`src/rtl/pipeline_hazard_ctrl_if.sv`:
```
// Hazard-control bundle: ID/EX register tags and imem status toward the
// controller, pipeline enables and status back from it.
interface pipeline_hazard_ctrl_if #(
   parameter int CNTW = 16
);
   logic [4:0]      RsD;
   logic [4:0]      RtD;
   logic [4:0]      RtE;
   logic            MemtoRegE;
   logic            BranchD;
   logic            BranchTakenD;
   logic            imem_ready;
   logic            pc_en;
   logic            ifid_en;
   logic            ifid_rst;
   logic            idex_flush;
   logic [1:0]      state;
   logic            timeout_err;
   logic [CNTW-1:0] stall_count;

   modport master (
      output RsD, RtD, RtE, MemtoRegE, BranchD, BranchTakenD, imem_ready,
      input  pc_en, ifid_en, ifid_rst, idex_flush, state, timeout_err, stall_count
   );

   modport slave (
      input  RsD, RtD, RtE, MemtoRegE, BranchD, BranchTakenD, imem_ready,
      output pc_en, ifid_en, ifid_rst, idex_flush, state, timeout_err, stall_count
   );
endinterface

```
`src/rtl/pipeline_hazard_ctrl.sv`:
```
// Pipeline hazard controller: load-use stall, taken-branch flush,
// instruction-memory wait with timeout, and a saturating stall counter.
//
// state  | meaning
// S_RUN  | normal issue; Mealy resolution of load-use / branch / imem miss
// S_WAIT | waiting on instruction memory, counting consecutive miss cycles
// S_ERR  | imem timed out; pipeline frozen until reset (2'b11 behaves the same)
module pipeline_hazard_ctrl #(
   parameter int TIMEOUT = 15,
   parameter int CNTW    = 16
) (
   input  logic                  clk,
   input  logic                  rst,
   pipeline_hazard_ctrl_if.slave hz
);
   localparam int WCW = (TIMEOUT < 1) ? 1 : $clog2(TIMEOUT + 1);
   localparam logic [WCW-1:0] TMO = WCW'(TIMEOUT);

   typedef enum logic [1:0] {
      S_RUN  = 2'b00,
      S_WAIT = 2'b01,
      S_ERR  = 2'b10
   } state_t;

   state_t          r_state;
   logic [WCW-1:0]  r_wait_cnt;
   logic            r_err;
   logic [CNTW-1:0] r_stall;

   state_t          w_next;
   logic [WCW-1:0]  w_wait_nxt;
   logic            w_err_nxt;
   logic            w_lu;
   logic            w_br;
   logic            w_pc_en;
   logic            w_ifid_en;
   logic            w_ifid_rst;
   logic            w_idex_flush;

   assign w_lu = hz.MemtoRegE && (hz.RtE != 5'd0) &&
                 ((hz.RtE == hz.RsD) || (hz.RtE == hz.RtD));
   assign w_br = hz.BranchD && hz.BranchTakenD;

   // State, wait counter and sticky error register.
   always_ff @(posedge clk or negedge rst) begin
      if (!rst) begin
         r_state    <= S_RUN;
         r_wait_cnt <= '0;
         r_err      <= 1'b0;
      end else begin
         r_state    <= w_next;
         r_wait_cnt <= w_wait_nxt;
         r_err      <= w_err_nxt;
      end
   end

   // Stall-cycle counter: counts every edge with the PC held, saturates.
   always_ff @(posedge clk or negedge rst) begin
      if (!rst) begin
         r_stall <= '0;
      end else if (!w_pc_en && (r_stall != {CNTW{1'b1}})) begin
         r_stall <= r_stall + 1'b1;
      end
   end

   // Next-state and Mealy pipeline controls; reset forces the safe freeze pattern.
   always_comb begin
      w_next       = r_state;
      w_wait_nxt   = r_wait_cnt;
      w_err_nxt    = r_err;
      w_pc_en      = 1'b0;
      w_ifid_en    = 1'b0;
      w_ifid_rst   = 1'b1;
      w_idex_flush = 1'b1;
      case (r_state)
         S_RUN: begin
            if (w_lu) begin
               w_ifid_rst   = 1'b0;
            end else if (w_br) begin
               w_pc_en      = 1'b1;
               w_ifid_en    = 1'b1;
               w_idex_flush = 1'b0;
            end else if (!hz.imem_ready) begin
               w_idex_flush = 1'b0;
               w_next       = S_WAIT;
               w_wait_nxt   = WCW'(1);
            end else begin
               w_pc_en      = 1'b1;
               w_ifid_en    = 1'b1;
               w_ifid_rst   = 1'b0;
               w_idex_flush = 1'b0;
            end
         end
         S_WAIT: begin
            w_idex_flush = 1'b0;
            if (hz.imem_ready) begin
               w_pc_en    = 1'b1;
               w_ifid_en  = 1'b1;
               w_ifid_rst = 1'b0;
               w_next     = S_RUN;
               w_wait_nxt = '0;
            end else if (r_wait_cnt == TMO) begin
               w_next    = S_ERR;
               w_err_nxt = 1'b1;
            end else begin
               w_wait_nxt = r_wait_cnt + 1'b1;
            end
         end
         default: begin
            w_next    = S_ERR;
            w_err_nxt = 1'b1;
         end
      endcase
      if (!rst) begin
         w_pc_en      = 1'b0;
         w_ifid_en    = 1'b0;
         w_ifid_rst   = 1'b1;
         w_idex_flush = 1'b1;
      end
   end

   assign hz.pc_en       = w_pc_en;
   assign hz.ifid_en     = w_ifid_en;
   assign hz.ifid_rst    = w_ifid_rst;
   assign hz.idex_flush  = w_idex_flush;
   assign hz.state       = r_state;
   assign hz.timeout_err = r_err;
   assign hz.stall_count = r_stall;
endmodule

```
`src/flat_wrapper.sv`:
```
// flat-port wrapper written by rule: the top's interface ports become plain ports
module pipeline_hazard_ctrl_flat 
#(
   parameter int TIMEOUT = 15,
   parameter int CNTW    = 16
)
  (clk, rst, hz_RsD, hz_RtD, hz_RtE, hz_MemtoRegE, hz_BranchD, hz_BranchTakenD, hz_imem_ready, hz_pc_en, hz_ifid_en, hz_ifid_rst, hz_idex_flush, hz_state, hz_timeout_err, hz_stall_count);
  pipeline_hazard_ctrl_if #(.CNTW(CNTW)) hz_i ();
  input  logic clk;
  input  logic rst;
  input wire logic [$bits(hz_i.RsD)-1:0] hz_RsD;
  input wire logic [$bits(hz_i.RtD)-1:0] hz_RtD;
  input wire logic [$bits(hz_i.RtE)-1:0] hz_RtE;
  input wire logic [$bits(hz_i.MemtoRegE)-1:0] hz_MemtoRegE;
  input wire logic [$bits(hz_i.BranchD)-1:0] hz_BranchD;
  input wire logic [$bits(hz_i.BranchTakenD)-1:0] hz_BranchTakenD;
  input wire logic [$bits(hz_i.imem_ready)-1:0] hz_imem_ready;
  output wire logic [$bits(hz_i.pc_en)-1:0] hz_pc_en;
  output wire logic [$bits(hz_i.ifid_en)-1:0] hz_ifid_en;
  output wire logic [$bits(hz_i.ifid_rst)-1:0] hz_ifid_rst;
  output wire logic [$bits(hz_i.idex_flush)-1:0] hz_idex_flush;
  output wire logic [$bits(hz_i.state)-1:0] hz_state;
  output wire logic [$bits(hz_i.timeout_err)-1:0] hz_timeout_err;
  output wire logic [$bits(hz_i.stall_count)-1:0] hz_stall_count;
  assign hz_i.RsD = hz_RsD;
  assign hz_i.RtD = hz_RtD;
  assign hz_i.RtE = hz_RtE;
  assign hz_i.MemtoRegE = hz_MemtoRegE;
  assign hz_i.BranchD = hz_BranchD;
  assign hz_i.BranchTakenD = hz_BranchTakenD;
  assign hz_i.imem_ready = hz_imem_ready;
  assign hz_pc_en = hz_i.pc_en;
  assign hz_ifid_en = hz_i.ifid_en;
  assign hz_ifid_rst = hz_i.ifid_rst;
  assign hz_idex_flush = hz_i.idex_flush;
  assign hz_state = hz_i.state;
  assign hz_timeout_err = hz_i.timeout_err;
  assign hz_stall_count = hz_i.stall_count;
  pipeline_hazard_ctrl #(.TIMEOUT(TIMEOUT), .CNTW(CNTW)) u_core (.clk(clk), .rst(rst), .hz(hz_i));
endmodule
```
`config.mk`:
```
export PLATFORM = sky130hd
export DESIGN_NAME = pipeline_hazard_ctrl_flat
export DESIGN_NICKNAME = d
export VERILOG_FILES = /design/src/rtl/pipeline_hazard_ctrl_if.sv /design/src/rtl/pipeline_hazard_ctrl.sv /design/src/flat_wrapper.sv
export SDC_FILE = /design/constraint.sdc
export NUM_CORES = 1
export LEC_CHECK = 0
export CAP_MARGIN = 0
export CORE_MARGIN = 4
export CORE_UTILIZATION = 41
export CTS_CLUSTER_DIAMETER = 50
export DETAILED_ROUTE_END_ITERATION = 12
export GPL_TIMING_DRIVEN = 0
export PLACE_DENSITY_LB_ADDON = 0.05
export SLEW_MARGIN = 20
export SYNTH_ARGS = -nofsm -noshare
export SYNTH_HDL_FRONTEND = slang
export SYNTH_SLANG_ARGS = --single-unit
```
`constraint.sdc`:
```
create_clock -name clk -period 2 [get_ports clk]
set_input_delay 0.3 -clock clk [delete_from_list [all_inputs] [get_ports clk]]
set_output_delay 0.3 -clock clk [all_outputs]
set_load 0.03 [all_outputs]
```
After elaboration in Yosys (flattened, before gate mapping). Cells that the tools add are included.

Flip-flop bits (word level): 23. Bits of input ports: 21. Output and inout bits: 23. Logic and storage cells: 59.

Add/subtract/negate cells: 2. Equality and inequality tests: 12. Muxes and demuxes: 28. Bitwise logic cells: 1. Reduce and logical (&&, ||, !) cells: 12.

Operator list (number): $mux W4 (5); $add A16 B1 Y16 const B (1); $ne A16 B16 Y1 const B (1); $mux W1 (12); $eq A5 B5 Y1 (2); $mux W2 (5); $ne A2 B2 Y1 const B (4); $pmux W1 S2 (4); $pmux W4 S2 (1); $reduce_and A5 Y1 (1); $reduce_bool A5 Y1 (1); $add A4 B1 Y4 const B (1); $eq A4 B4 Y1 const B (1); $logic_and A1 B1 Y1 (4); $pmux W2 S2 (1); $reduce_and A4 Y1 (1); $ne A3 B2 Y1 const B (1); $ne A3 B3 Y1 const B (1); $reduce_and A3 Y1 (1); $eq A2 B1 Y1 const B (1); $logic_not A2 Y1 (1); $ne A2 B1 Y1 const B (1); $reduce_bool A2 Y1 (1); $logic_not A1 Y1 (1); other kinds (2) (2).

Depth between registers and ports, before layout.
Word-level depth: 8. Mapped depth: 9.

Worst setup path after synthesis. OpenSTA, ideal clock, no wires.

Kind: input port to output port. Start: input port hz_RtE[0]. End: output port hz_pc_en. Data arrival time: 1.964 ns. Data required time: 1.700 ns. Setup slack: -0.264 ns. Stages on the path: 6. Path through: or4_1 -> o21ai_0 -> or2_2 -> a21oi_1 -> nor2_1 -> buf_4.

Word-level cells in the longest chain between the ends: 6. Elaborated cells on any way between the ends: 9.

RTL lines: start: declaration (RTL line flat_wrapper.sv:13) `input wire logic [$bits(hz_i.RtE)-1:0] hz_RtE;`; $eq A5 B5 Y1 or $reduce_bool A5 Y1 (tied branches) (RTL line pipeline_hazard_ctrl.sv:41, pipeline_hazard_ctrl.sv:40); $logic_or A1 B1 Y1 or $logic_and A1 B1 Y1 (tied branches) (RTL line pipeline_hazard_ctrl.sv:41, pipeline_hazard_ctrl.sv:40); $logic_and A1 B1 Y1 * (RTL line pipeline_hazard_ctrl.sv:40) `assign w_lu = hz.MemtoRegE && (hz.RtE != 5'd0) &&`; $mux W1 *; $pmux W1 S2 *; $mux W1 *; end: declaration (RTL line flat_wrapper.sv:18) `output wire logic [$bits(hz_i.pc_en)-1:0] hz_pc_en;`.

Every way passes the cells marked *; elsewhere a longest branch is shown, timed or not.

Worst setup path in the final report.
Start: register u_core.r_stall[8], in the netlist u_core.hz.stall_count[8]. End: register u_core.r_stall[10], in the netlist u_core.hz.stall_count[10].

Word-level cells in the longest chain between the ends: 2. Elaborated cells on any way between the ends: 3.

RTL lines: start: declaration (RTL line pipeline_hazard_ctrl.sv:28) `logic [CNTW-1:0] r_stall;`; start signal: assignment (RTL line pipeline_hazard_ctrl.sv:62) `r_stall <= r_stall + 1'b1;`; parallel branches: the longest is 2 deep, another holds $add A16 B1 Y16.

Several ways; the timed one is not identified. A chain may end at the register's enable or synchronous reset.

==> impl_metrics.csv <==
group,metric,value,unit
global_route,antenna_found_initial,0,
worst_setup_path,crit_path_end_kind,"register",
cells_and_area,drive_gt1_share,38.0,%
worst_setup_path,r2r_slack,-0.03,ns
global_route,first_global_vias,1241,
placement,portBuffers,43,
sta,min_period_over_period,102,%
cells_and_area,regArea,588,µm²
global_route,grt_max_degree,26,
power,ir_drop,0.562,mV
drt,num_vias,1144,
synth,synth_nets,151,
sta,worstMarginPinSlew,0.703,ns
cells_and_area,fin_cells,231,
synth,ys_seq_area_share,43.6,%
floorplanning,die_w,64.8,µm
cells_and_area,nets,211,
synth,synth_ff_type,"dfrtp_1",
cells_and_area,area_delta_synth_final,58.0,%
floorplanning,die-area,4190,µm²
drt,drt-total-wl,3190,µm
global_route,grt-ovfl-total,0,
synth,synth_seq_cells,23,
drt,dr_wl_met3,187,µm
sta,hold_viol_final,0,
power,p_seq_share,40.8,%
cells_and_area,utilization,67.8,%
clock_network,clock_path_buffers,2,
synth,ys_warn_count,0,
clock_network,cts_max_level,1,
floorplanning,fp.dieH,64.8,µm
worst_setup_path,reg2reg_from,"u_core.hz.stall_count[8]$_DFFE_PN0P_",
floorplanning,io-pin-count,44,
job,cap_violations,0,
sta,period_minus_slack,2.03,ns
run_status,outcome,"finished with violations",
sta,fmax,492,MHz
cells_and_area,final_common_cell,"clkdlybuf4s50_1",
power,switching_share,38.8,%
drt,drc,0,
clock_network,cts_tree,"done",
synth,synth_area,1320,µm²
clock_network,clk_pin_slew_worst_paths,0.12,ns
worst_setup_path,r2r_cells,8,
power,pwr-share-clk,12.9,%
drt,drt_iter0_drc,67,
drt,first_pass_iters,4,
worst_setup_path,start_kind,"register",
clock_network,hold_buffers,0,
drt,wire_per_inst,13.8,µm
global_route,grt_pass1_wl,5540,µm
clock_network,insertion_delay,0.31,ns
cells_and_area,final_cell_mix,"clkdlybuf4s50_1, dfrtp_1, xor2_1, xnor2_1",
sta,maxSlewViolCount,0,
drt,via_per_inst,4.95,
worst_setup_path,crit_type,"register to register",
global_route,grt_usage,16.5,%
synth,synthCells,128,
power,p_int,0.991,mW
drt,dr_wl_met2,1580,µm
drt,ant_nets,0,
sta,slew_headroom,53.0,%
sta,worst_slack,-0.0306,ns
synth,synthArstFlopShare,100,%
worst_setup_path,worst-path-max-fanout,5,
placement,routabilityCongestion,0.785,
power,p_switching,0.629,mW
power,p_total,1.62,mW
placement,dp.cells,215,
cells_and_area,multi_input_area,868,µm²
clock_network,numClockSinks,23,
cells_and_area,n_fill_cell,268,
drt,drt-met1-wl,1410,µm
drt,highest_layer,"met4",
sta,rsz0062_at_grt,"true",
synth,synth_cell_types,36,
sta,timing.hold.ws,0.0798,ns
run_status,violations,"setup timing",
cells_and_area,antenna-diode-count,0,
power,p_per_area,776,nW/µm²
floorplanning,initial_core_util,42.9,%
sta,setup_viol,10,
synth,synth-edff-count,0,
sta,fin_skew,0.00690,ns
floorplanning,core,3080,µm²
clock_network,numCtsBuffers,3,
power,leakagePower,0.897,nW
synth,syn_avg_cell_area,10.3,µm²
worst_hold_path,min_path_type,"input pin to asynchronous set/reset pin",
clock_network,root_buffer,"clkbuf_4",
worst_setup_path,reg2reg_to,"u_core.hz.stall_count[10]$_DFFE_PN0P_",
floorplanning,num_rows,20,
worst_setup_path,required,2.21,ns
placement,place_hpwl,2300,µm
worst_setup_path,crit_arrival,2.24,ns
power,power_frac_comb,46.3,%
worst max-delay path: stages, from the launching register on:
cell	delay (ns)
dfrtp_2	0.46
and4_4	0.20
and2_4	0.14
and3_4	0.16
or4_4	0.47
nand2_8	0.12
clkbuf_16	0.16
nand3_1	0.09
xnor2_1	0.14
power groups by stage:
stage | Clock (mW) | Combinational, mW | Sequential [mW]
4_1_cts | 0.224 | 0.726 | 0.660
6_report | 0.210 | 0.750 | 0.661
5_1_grt | 0.242 | 0.807 | 0.677
3_3_place_gp | 0 | 0.645 | 0.691
2_1_floorplan | 0 | 0.256 | 0.823
3_5_place_dp | 0 | 0.652 | 0.700
cell usage after synthesis (3+ instances only):
cell type	instances	area [µm²]
dfrtp_1	23	576
nor2_1	8	30.0
xor2_1	11	96.3
and3_1	3	18.8
nand3_1	10	50.1
o21ai_0	7	35.0
xnor2_1	14	123
nand4_1	4	25.0
a21oi_1	4	20.0
nor2b_1	4	25.0
nand2_1	8	30.0
flip-flops by register name (all words and copies together), names as in the netlist:
signal,count
u_core.hz.stall_count,16
u_core.r_wait_cnt,4
u_core.hz.state,2
u_core.hz.timeout_err,1
through the flow:
step	instance area, µm²	setup slack [ns]	TNS [ns]
after global placement	1850	-1.09	-15.66
after CTS	1970	-0.0293	-0.0460
after floorplan	1370	-0.0454	-0.0704
after detailed placement	1850	-1.07	-16.44
final	2090	-0.0306	-0.134
after global routing	2090	-0.105	-1.08
final cells by class:
cell class	count	share of cell area (%)
multi-input combinational	101	41.6
clock inverter	1	0.240
inverter	2	0.359
clock buffer	3	1.08
tap	44	2.64
buffer	2	1.50
timing repair buffer	55	24.4
sequential	23	28.2
per-layer routing:
metal  track usage, %  vias up
met1             19.9      541
met4             3.96        0
li1                 -      567
met2             29.5       34
met5                0        -
met3             3.99        2
worst max-delay path by stage:
| stage | cells past startpoint | start | end |
|---|---|---|---|
| 2_1_floorplan | 9 | u_core.hz.stall_count[0]$_DFFE_PN0P_ | u_core.hz.stall_count[3]$_DFFE_PN0P_ |
| 3_3_place_gp | 8 | hz_RtE[0] | hz_pc_en |
| 3_5_place_dp | 8 | hz_RtE[0] | hz_pc_en |
| 4_1_cts | 9 | hz_RsD[0] | hz_pc_en |
| 5_1_grt | 8 | u_core.hz.stall_count[14]$_DFFE_PN0P_ | u_core.hz.stall_count[8]$_DFFE_PN0P_ |
| 6_report | 8 | u_core.hz.stall_count[8]$_DFFE_PN0P_ | u_core.hz.stall_count[10]$_DFFE_PN0P_ |
cells by family (layout without fill, tap and decap cells):
family | count (synthesis) | after routing | share of synthesized area, %
AO/OA/AOI/OAI | 17 | 17 | 7.67
flip-flops | 23 | 23 | 43.6
buffers and inverters | 4 | 63 | 2.65
AND/OR/NAND/NOR | 54 | 54 | 24.7
adder cells (fa/ha/maj) | 2 | 2 | 1.89
multiplexers | 2 | 2 | 1.70
XOR/XNOR | 26 | 26 | 17.8
what timing repair did:
item,CTS,global route
pin swaps,12,5
cloned,0,1
hold endpoints to repair,0,0
gates resized for setup,62,25
endpoints found under the setup margin,21,19
setup buffers,10,1
Note: power is estimated with default switching activity, not from simulation.
